--- config.mk ---
export PLATFORM = sky130hd
export DESIGN_NAME = player_motion
export DESIGN_NICKNAME = d
export VERILOG_FILES = /design/src/rtl/player_motion.sv
export SDC_FILE = /design/constraint.sdc
export NUM_CORES = 1
export LEC_CHECK = 0
export ABC_AREA = 1
export BUFFER_PORTS_ARGS = -buffer_cell sky130_fd_sc_hd__buf_2
export CAP_MARGIN = 20
export CORE_MARGIN = 2
export CORE_UTILIZATION = 51
export DETAILED_ROUTE_END_ITERATION = 6
export GPL_TIMING_DRIVEN = 0
export PLACE_DENSITY = 0.82
export SYNTH_ARGS = -nofsm -noshare
export SYNTH_HDL_FRONTEND = slang
export SYNTH_SLANG_ARGS = --single-unit
--- constraint.sdc ---
create_clock -name frame_clk -period 3.1 [get_ports frame_clk]
set_input_delay 0.155 -clock frame_clk [delete_from_list [all_inputs] [get_ports frame_clk]]
set_output_delay 0.155 -clock frame_clk [all_outputs]
set_load 0.005 [all_outputs]
--- src/rtl/player_motion.sv ---
// Per-frame sprite position controller: key decode, horizontal stepping with clamping,
// and a ground/rising/falling jump state machine with signed vertical velocity.
module player_motion #(
  parameter int          NKEYS     = 6,
  parameter logic [7:0]  KEY_LEFT  = 8'h04,
  parameter logic [7:0]  KEY_RIGHT = 8'h07,
  parameter logic [7:0]  KEY_JUMP  = 8'h1A,
  parameter int          X_CENTER  = 320,
  parameter int          Y_CENTER  = 240,
  parameter int          X_MIN     = 0,
  parameter int          X_MAX     = 639,
  parameter int          Y_MIN     = 0,
  parameter int          Y_MAX     = 479,
  parameter int          SIZE      = 4,
  parameter int          X_STEP    = 1,
  parameter int          JUMP_VEL  = 8,
  parameter int          GRAV      = 1,
  parameter int          MAX_FALL  = 6
) (
  input  logic       frame_clk,
  input  logic       Reset,
  input  logic [7:0] keycode [NKEYS],
  input  logic       up,
  input  logic       left,
  input  logic       right,
  input  logic       down,
  output logic [9:0] PosX,
  output logic [9:0] PosY,
  output logic [9:0] Size,
  output logic [9:0] VelY,
  output logic [1:0] State,
  output logic       Airborne
);

  typedef enum logic [1:0] {
    GROUND  = 2'b00,
    RISING  = 2'b01,
    FALLING = 2'b10
  } state_t;

  localparam logic signed [10:0] X_LO   = 11'(X_MIN + SIZE);
  localparam logic signed [10:0] X_HI   = 11'(X_MAX - SIZE);
  localparam logic signed [10:0] Y_LO   = 11'(Y_MIN + SIZE);
  localparam logic signed [10:0] Y_HI   = 11'(Y_MAX - SIZE);
  localparam logic signed [10:0] X_STP  = 11'(X_STEP);
  localparam logic signed [9:0]  V_JUMP = 10'(-JUMP_VEL);
  localparam logic signed [9:0]  V_GRAV = 10'(GRAV);
  localparam logic signed [9:0]  V_MAX  = 10'(MAX_FALL);

  state_t             state, state_nxt;
  logic [9:0]         pos_x, pos_x_nxt;
  logic [9:0]         pos_y, pos_y_nxt;
  logic signed [9:0]  vel_y, vel_y_nxt, vel_inc;
  logic               jump_armed, jump_armed_nxt;
  logic               key_l, key_r, key_j, launch;
  logic signed [10:0] x_cur, x_sum, y_sum;
  logic               hit_floor, hit_ceil;

  always_comb begin
    key_l = 1'b0;
    key_r = 1'b0;
    key_j = 1'b0;
    for (int i = 0; i < NKEYS; i++) begin
      if (keycode[i] == KEY_LEFT)  key_l = 1'b1;
      if (keycode[i] == KEY_RIGHT) key_r = 1'b1;
      if (keycode[i] == KEY_JUMP)  key_j = 1'b1;
    end
  end

  // Horizontal: 11-bit signed arithmetic so stepping past either edge cannot wrap.
  always_comb begin
    x_cur = $signed({1'b0, pos_x});
    x_sum = x_cur;
    if (key_r && !key_l && !right) begin
      x_sum = x_cur + X_STP;
      if (x_sum > X_HI) x_sum = X_HI;
    end else if (key_l && !key_r && !left) begin
      x_sum = x_cur - X_STP;
      if (x_sum < X_LO) x_sum = X_LO;
    end
    pos_x_nxt = x_sum[9:0];
  end

  always_comb begin
    state_nxt = state;
    pos_y_nxt = pos_y;
    vel_y_nxt = vel_y;
    launch    = 1'b0;
    y_sum     = $signed({1'b0, pos_y}) + $signed({vel_y[9], vel_y});
    vel_inc   = vel_y + V_GRAV;
    hit_floor = (y_sum > Y_HI);
    hit_ceil  = (y_sum < Y_LO);

    // Collision flags win over the screen clamp, which wins over the normal update.
    case (state)
      GROUND: begin
        vel_y_nxt = '0;
        if (!down) begin
          state_nxt = FALLING;
        end else if (key_j && jump_armed) begin
          state_nxt = RISING;
          vel_y_nxt = V_JUMP;
          launch    = 1'b1;
        end
      end
      RISING, FALLING: begin
        if ((state == RISING) && up) begin
          state_nxt = FALLING;
          vel_y_nxt = '0;
        end else if ((state == FALLING) && down) begin
          state_nxt = GROUND;
          vel_y_nxt = '0;
        end else if (hit_floor) begin
          pos_y_nxt = Y_HI[9:0];
          state_nxt = GROUND;
          vel_y_nxt = '0;
        end else if (hit_ceil) begin
          pos_y_nxt = Y_LO[9:0];
          state_nxt = FALLING;
          vel_y_nxt = '0;
        end else begin
          pos_y_nxt = y_sum[9:0];
          if (state == RISING) begin
            vel_y_nxt = vel_inc;
            if (!vel_inc[9]) state_nxt = FALLING;
          end else begin
            vel_y_nxt = (vel_inc > V_MAX) ? V_MAX : vel_inc;
          end
        end
      end
      default: begin
        state_nxt = GROUND;
        vel_y_nxt = '0;
      end
    endcase

    // Re-arm needs a frame with the jump key released, so holding it never repeats.
    if (launch)      jump_armed_nxt = 1'b0;
    else if (!key_j) jump_armed_nxt = 1'b1;
    else             jump_armed_nxt = jump_armed;
  end

  always_ff @(posedge frame_clk) begin
    if (Reset) begin
      state      <= GROUND;
      pos_x      <= 10'(X_CENTER);
      pos_y      <= 10'(Y_CENTER);
      vel_y      <= '0;
      jump_armed <= 1'b1;
    end else begin
      state      <= state_nxt;
      pos_x      <= pos_x_nxt;
      pos_y      <= pos_y_nxt;
      vel_y      <= vel_y_nxt;
      jump_armed <= jump_armed_nxt;
    end
  end

  assign PosX     = pos_x;
  assign PosY     = pos_y;
  assign VelY     = vel_y;
  assign Size     = 10'(SIZE);
  assign State    = state;
  assign Airborne = (state != GROUND);

endmodule

Yosys cells after proc, flatten, opt, wreduce, memory -nomap -nowiden --
Index checks and enable logic that the tools add are counted. Widths: inputs -> output; s select.
Word-level totals: bits in registers 33, input bits 54, logic and storage cells 104
Operators by class: add/subtract/negate cells 4, $lt $le $gt $ge 5, equal/unequal tests 24, mux-type cells 47, bitwise operators 2, reductions and logical operators 17
Operators with widths (count):
- $mux 10 | 14
- $eq 8x3->1 const B | 12
- $eq 8x5->1 const B | 6
- $mux 1 | 23
- $lt 11x4->1 const B | 2
- $pmux 10 s2 | 1
- $mux 2 | 8
- $ne 6x6->1 const B | 2
- $add 10x1->11 const B | 1
- $add 11x10->11 | 1
- $gt 11x10->1 const B | 1
- $gt 11x11->1 const B | 1
- $sub 10x1->11 const B | 1
- $add 10x2->10 const B | 1
- $gt 10x4->1 const B | 1
- $logic_and 1x1->1 | 7
- $reduce_and 3->1 | 2
- $logic_not 1->1 | 4
- $pmux 2 s2 | 1
- $reduce_bool 2->1 | 2
- $ne 3x3->1 const B | 1
- $eq 2x1->1 const B | 1
- $eq 2x2->1 const B | 1
- $logic_not 2->1 | 1
- 3 further kinds | 4

Longest topological paths before layout --
Gate-level depths: netlist (run 1).
depth in word-level cells 12, gate-level depth with buffers 17, depth with buffers taken out 17

Least setup slack after synthesis (run 1) --
Ideal clock, no wire load.
kind register to register, from register vel_y[0] (netlist: VelY[0]), to register vel_y[5] (netlist: VelY[5]), library setup time 65 ps, arrival time 2275 ps, data required time 3035 ps, path slack 760 ps, cell stages (with the launch flop) 15, buffers on the path 0, period minus slack after synthesis 2340 ps, cell sequence dfxtp_1 -> ha_1 -> fa_1 -> nand3_1 -> nand2_2 -> nand2_2 -> nand2_2 -> a21boi_2 -> xor2_2 -> inv_2 -> nor2_8 -> inv_2 -> nor3_4 -> nand3_1 -> nand2_1
Between the ends: longest elaborated chain between the ends 9, elaborated cells between the ends (all ways) 12, those cells by class 2 x add/sub; 3 x order compare; 7 x mux
Ends and longest elaborated chain:
- start: declaration | line 53 | logic signed [9:0] vel_y, vel_y_nxt, vel_inc;
- start signal: assignment | line 154 | vel_y <= vel_y_nxt;
- $add 10x2->10 | line 90 | vel_inc = vel_y + V_GRAV;
- $gt 10x4->1 | line 127 | vel_y_nxt = (vel_inc > V_MAX) ? V_MAX : vel_inc;
- $mux 10 | line 127
- $mux 10 | line 123 | if (state == RISING) begin
- $mux 10 | line 117 | end else if (hit_ceil) begin
- $mux 10 * | line 113 | end else if (hit_floor) begin
- $mux 10 * | line 110 | end else if ((state == FALLING) && down) begin
- $mux 10 * | line 107 | if ((state == RISING) && up) begin
- $pmux 10 s2 * | line 95 | case (state)
Mark *: on every way between the ends. The rest lies on a longest branch, timed or not. A chain may end at the register's enable or synchronous reset.

Final worst setup path (run 1) --
from register vel_y[0] (netlist: VelY[0]), to register vel_y[3] (netlist: VelY[3])
Same word-level chain as after synthesis.

==> impl_metrics.env, run 1 <==
export IMPL_status="finished, final reports clean"
export IMPL_gr_total_overflow=0
export IMPL_crit_type="register to register"
export IMPL_synth_edf_count=0
export IMPL_p_comb_frac=0.518
export IMPL_clock_skew_ns=0.01765
export IMPL_timing_rr_end="VelY[3]"
export IMPL_hold_start="down"
export IMPL_io_buffers=86
export IMPL_hold_class="input pin to register"
export IMPL_pwr_share_clk=0.175
export IMPL_r2r_cells=14
export IMPL_holdPathEnd="jump_armed"
export IMPL_dieArea_um2=6966
export IMPL_cts_num_sinks=33
export IMPL_clock_path_buffers=2
export IMPL_p_sw_frac=0.4554
export IMPL_report_final_slew_viol_count=0
export IMPL_crit_fanout=6
export IMPL_cp_arrival_ns=2.87
export IMPL_grt_pass1_wl_mm=14.52
export IMPL_fp_dieH_um=83.47
export IMPL_async_flop_share=0
export IMPL_die_w_um=83.47
export IMPL_post_drt_wl_per_cell_um=12.22
export IMPL_setup_viol=0
export IMPL_syn_area_um2=3221
export IMPL_rrSetupSlack_ns=0.45
export IMPL_core_area_um2=6026
export IMPL_drive_gt1_frac=0.2125
export IMPL_reg2reg_from="VelY[0]"
export IMPL_cpMostUsedCell="nand2_2"
export IMPL_path_clk_slew_ns=0.07
export IMPL_track_usage=0.2434
export IMPL_ys_flop_type="dfxtp_1"
export IMPL_maxSlewHeadroom=0.6477
export IMPL_postCtsHoldBufs=0
export IMPL_finalCritPeriodShare=0.8542
export IMPL_ant_nets=0
export IMPL_gp_congestion=0.8950
export IMPL_viasPerCell=5.244
export IMPL_leakage_nw=2.195
export IMPL_cp_num_buf_inv=2
export IMPL_insertion_delay_ns=0.30
export IMPL_cp_slowest_cell="fa_1"
export IMPL_wl_mm=8.568
export IMPL_power_density_nw_per_um2=486.9
export IMPL_tightest_slew_ns=0.5265
export IMPL_drv_cap=0
export IMPL_postCtsSetupBuffers=0
export IMPL_cts_resized_gates=0
export IMPL_start_util=0.5345
export IMPL_layout_common_cells="nand2_1, buf_2, inv_1"
export IMPL_crit_family="simple AND/OR/NAND/NOR gates"
export IMPL_synthToLayoutAreaGrowth_pct=19.89
export IMPL_first_global_vias=3267
export IMPL_diodes=0
export IMPL_synth_seq_cells=33
export IMPL_max_freq_mhz=377.6
export IMPL_dr_first_iter_drc_count=295
export IMPL_hold_viol=0
export IMPL_antenna_found_initial=0
export IMPL_post_route_drc_count=0
export IMPL_h_tree_depth=2
export IMPL_synth_warnings=0
export IMPL_internal_power_mw=1.024
export IMPL_io_pins=97
export IMPL_path_cells="ha_1 > fa_1 > nand3_1 > nand2_2 > nand2_2 > nand2_2 > a21boi_2 > xor2_2 > inv_2 > nor2_8 > inv_2 > nor3_4 > nand3b_1 > nand2_1"
export IMPL_p_total_mw=1.880
export IMPL_dr_pass1_iters=5
export IMPL_whs_path_depth=4
export IMPL_numCtsBuffers=5
export IMPL_grt_max_degree=12
export IMPL_netlist_instances=524
export IMPL_rsz0062_at_grt="no"
export IMPL_fin_tns_setup_ns=0
export IMPL_cts_tree="done"
export IMPL_p_switching_mw=0.8561
export IMPL_ir_worst_vdd_uv=367.5
export IMPL_final_common_cell="nand2_1"
export IMPL_num_vias=3676
export IMPL_avgSynthCellArea_um2=6.146
export IMPL_max_stage_delay_ns=0.41
export IMPL_yosys_cell_types_count=43
export IMPL_p_seq_frac=0.307
export IMPL_rows=28
export IMPL_final_nets=699
export IMPL_crit_required_ns=3.32
export IMPL_cp_end_kind="register"
export IMPL_clock_root_buffer="clkbuf_8"
export IMPL_min_period_ns=2.648
export IMPL_post_dp_hpwl_mm=6.918
export IMPL_yosysSeqAreaShare=0.2051
export IMPL_start_kind="register"
worst max path at each step:
stage / to / startpoint / slack, ns / cells past startpoint
2_1_floorplan: VelY[5] / VelY[0] / 0.76 / 14
3_3_place_gp: VelY[7] / VelY[0] / 0.52 / 14
3_5_place_dp: VelY[3] / VelY[0] / 0.47 / 14
4_1_cts: VelY[3] / VelY[0] / 0.46 / 14
5_1_grt: VelY[7] / VelY[0] / 0.27 / 14
6_report: VelY[3] / VelY[0] / 0.45 / 14
per-stage QoR:
step / cells / utilization / area (µm²) / setup slack, ns / hold slack, ns
6_report: 701 / 0.6408 / 3861 / 0.4519 / 0.2237
5_1_grt: 701 / 0.6408 / 3861 / 0.2695 / 0.2501
4_1_cts: 701 / 0.6408 / 3861 / 0.4566 / 0.2207
3_5_place_dp: 693 / 0.6265 / 3775 / 0.4679 / 0.4585
3_3_place_gp: 693 / 0.6265 / 3775 / 0.5183 / 0.4477
2_1_floorplan: 532 / - / 3251 / 0.7601 / 0.3633
cell families (layout without fill, tap and decap cells):
logic type / after synthesis / in the layout / share of synthesized area
buffers and inverters: 104 / 198 / 0.1364
AO/OA/AOI/OAI: 54 / 54 / 0.1022
XOR/XNOR: 23 / 23 / 0.06488
flip-flops: 33 / 33 / 0.2051
adder cells (fa/ha/maj): 20 / 20 / 0.08003
other: 2 / 10 / 0.002332
AND/OR/NAND/NOR: 288 / 288 / 0.4091
sequential cells by signal, indices dropped and copies added (netlist names):
register / flops
VelY: 10
PosY: 10
PosX: 10
jump_armed: 1
State: 2
tightest hold or removal path, delay by kind of cell:
family	cells	cell delay (ns)
AND/OR/NAND/NOR	2	0.15
buffers and inverters	1	0.11
AO/OA/AOI/OAI	1	0.07
power groups by stage:
stage	Sequential [mW]	Combinational (mW)	Clock [mW]
CTS	0.577	0.961	0.331
floorplan	0.578	0.674	0
global route	0.590	1.12	0.349
finish	0.577	0.974	0.329
detailed placement	0.587	0.956	0
global placement	0.581	0.934	0
metal layers:
layer,up-vias,wire (µm),GRT usage
li1,1878,-,-
met1,1625,3840,0.3360
met2,163,3954,0.4084
met3,10,672,0.02572
met4,0,100,0.05865
met5,-,0,0
layout make-up:
class                      instances  area (µm²)
tap                               75       93.84
fill                             575        2165
timing repair buffer              86       430.4
buffer                            19       120.1
inverter                          85       319.1
multi-input combinational        395        2151
clock buffer                       5       68.82
clock inverter                     3       17.52
sequential                        33       660.6
cell usage after synthesis (2+ instances only):
master | n | area (µm²)
o21ai_1 | 2 | 10.01
nand2_2 | 6 | 37.54
buf_4 | 11 | 82.58
nand4_1 | 10 | 62.56
inv_2 | 3 | 11.26
or2_2 | 4 | 25.02
xnor2_1 | 4 | 35.03
conb_1 | 2 | 7.510
o31ai_1 | 4 | 30.03
nand2_1 | 126 | 473.0
o21ai_0 | 18 | 90.09
xor2_1 | 18 | 157.7
buf_2 | 5 | 25.02
nor3_1 | 11 | 55.05
nor2_1 | 48 | 180.2
dfxtp_1 | 33 | 660.6
nand3_1 | 60 | 300.3
a21oi_1 | 20 | 100.1
nor4_1 | 11 | 68.82
ha_1 | 19 | 237.7
inv_1 | 81 | 304.0
a21oi_4 | 2 | 32.53
clkbuf_1 | 2 | 7.510
nand3b_1 | 4 | 30.03
a211oi_1 | 2 | 15.01
(Power assumes the default switching activity.)
==> run 2, diff against run 1 <==
BUFFER_PORTS_ARGS = -buffer_cell sky130_fd_sc_hd__clkbuf_2   (was -buffer_cell sky130_fd_sc_hd__buf_2)
==> impl_metrics.env, run 2 (synthesis results as in run 1) <==
export IMPL_io_pins=97
export IMPL_ir_worst_vdd_uv=322.4
export IMPL_gr_total_overflow=0
export IMPL_diodes=0
export IMPL_dr_pass1_iters=5
export IMPL_clock_path_buffers=2
export IMPL_cp_arrival_ns=2.90
export IMPL_setup_viol=0
export IMPL_clock_skew_ns=0.01118
export IMPL_final_nets=699
export IMPL_die_w_um=83.47
export IMPL_drive_gt1_frac=0.2125
export IMPL_track_usage=0.2402
export IMPL_first_global_vias=3292
export IMPL_maxSlewHeadroom=0.6359
export IMPL_antenna_found_initial=0
export IMPL_report_final_slew_viol_count=0
export IMPL_layout_common_cells="nand2_1, clkbuf_2, inv_1"
export IMPL_post_dp_hpwl_mm=6.994
export IMPL_tightest_slew_ns=0.5412
export IMPL_start_util=0.5345
export IMPL_wl_mm=8.555
export IMPL_rsz0062_at_grt="no"
export IMPL_clock_root_buffer="clkbuf_8"
export IMPL_fin_hold_ws_ns=0.2247
export IMPL_reg2reg_from="VelY[0]"
export IMPL_post_drt_wl_per_cell_um=12.20
export IMPL_cts_resized_gates=0
export IMPL_dr_first_iter_drc_count=305
export IMPL_num_vias=3697
export IMPL_grt_pass1_wl_mm=14.48
export IMPL_hold_viol=0
export IMPL_fillCellCount=579
export IMPL_internal_power_mw=1.024
export IMPL_post_route_drc_count=0
export IMPL_synthToLayoutAreaGrowth_pct=19.89
export IMPL_fp_dieH_um=83.47
export IMPL_hold_start="down"
export IMPL_numCtsBuffers=5
export IMPL_power_density_nw_per_um2=489.1
export IMPL_viasPerCell=5.274
export IMPL_postCtsSetupBuffers=0
export IMPL_p_switching_mw=0.8650
export IMPL_gp_congestion=0.8902
export IMPL_finalCritPeriodShare=0.8623
export IMPL_dieArea_um2=6966
export IMPL_crit_type="register to register"
export IMPL_cp_end_kind="register"
export IMPL_grt_max_degree=12
export IMPL_io_buffers=86
export IMPL_fin_ws_ns=0.4268
export IMPL_max_freq_mhz=374.1
export IMPL_crit_fanout=6
export IMPL_ant_nets=0
export IMPL_drv_cap=0
export IMPL_status="finished, final reports clean"
export IMPL_start_kind="register"
export IMPL_rows=28
export IMPL_postCtsHoldBufs=0
export IMPL_fin_tns_setup_ns=0
export IMPL_hold_class="input pin to register"
export IMPL_pwr_share_clk=0.175
export IMPL_path_clk_slew_ns=0.07
export IMPL_final_common_cell="nand2_1"
export IMPL_p_comb_frac=0.518
export IMPL_min_period_ns=2.673
export IMPL_insertion_delay_ns=0.29
export IMPL_core_area_um2=6026
export IMPL_cts_num_sinks=33
export IMPL_h_tree_depth=2
export IMPL_p_seq_frac=0.307
export IMPL_p_sw_frac=0.4580
export IMPL_crit_path_start="VelY[0]"
export IMPL_pre_cts_ws_ns=0.4531
export IMPL_cts_tree="done"
export IMPL_crit_required_ns=3.32
export IMPL_leakage_nw=2.191
-- run 2: final cells by class --
class,instances,area (µm²),share of cell area
multi-input cells,395,2151,0.5570
flip-flops and latches,33,660.6,0.1711
repair buffers,86,430.4,0.1115
inverters,85,319.1,0.08263
plain buffers,19,120.1,0.03111
well taps,75,93.84,0.02430
clock buffers,5,68.82,0.01782
clock inverters,3,17.52,0.004537
-- run 2: power by group through the flow --
stage	sequential (mW)	clock, mW	combinational, mW
after floorplan	0.578	0	0.674
after global placement	0.584	0	0.934
after detailed placement	0.588	0	0.959
after CTS	0.578	0.333	0.963
after global routing	0.590	0.349	1.12
final	0.580	0.330	0.978
-- run 2: critical path, cell delays in order (launching register included) --
cell and delay (ns):
dfxtp_1 0.37, ha_1 0.25, fa_1 0.41, nand3_1 0.15
nand2_2 0.10, nand2_2 0.08, nand2_2 0.06, a21boi_2 0.16
xor2_2 0.20, inv_2 0.09, nor2_8 0.16, inv_2 0.09
nor3_4 0.29, nand3_1 0.11, nand2_1 0.10
-- run 2: worst paths after layout --
check	slack, ns	endpoint	cells past startpoint
setup reg to reg	0.43	VelY[8]	14
setup / recovery	0.43	VelY[8]	14
hold / removal	0.22	jump_armed	4
hold reg to reg	0.48	PosY[9]	2
-- run 2: stage by stage --
stage          total power [mW]  utilization  instance area [µm²]  std cells
6_report                  1.889       0.6408                 3861        701
4_1_cts                   1.874       0.6408                 3861        701
3_5_place_dp              1.547       0.6265                 3775        693
5_1_grt                   2.055       0.6408                 3861        701
3_3_place_gp              1.518       0.6265                 3775        693
2_1_floorplan             1.252            -                 3251        532
-- run 2: metal layers --
layer,vias up,track usage,routed length [µm],part of all wire
met2,151,0.4106,3946,0.46
met5,-,0,0,0
met1,1655,0.3279,3885,0.45
met3,9,0.02868,656,0.077
met4,0,0.04692,67,0.0078
li1,1882,-,-,-
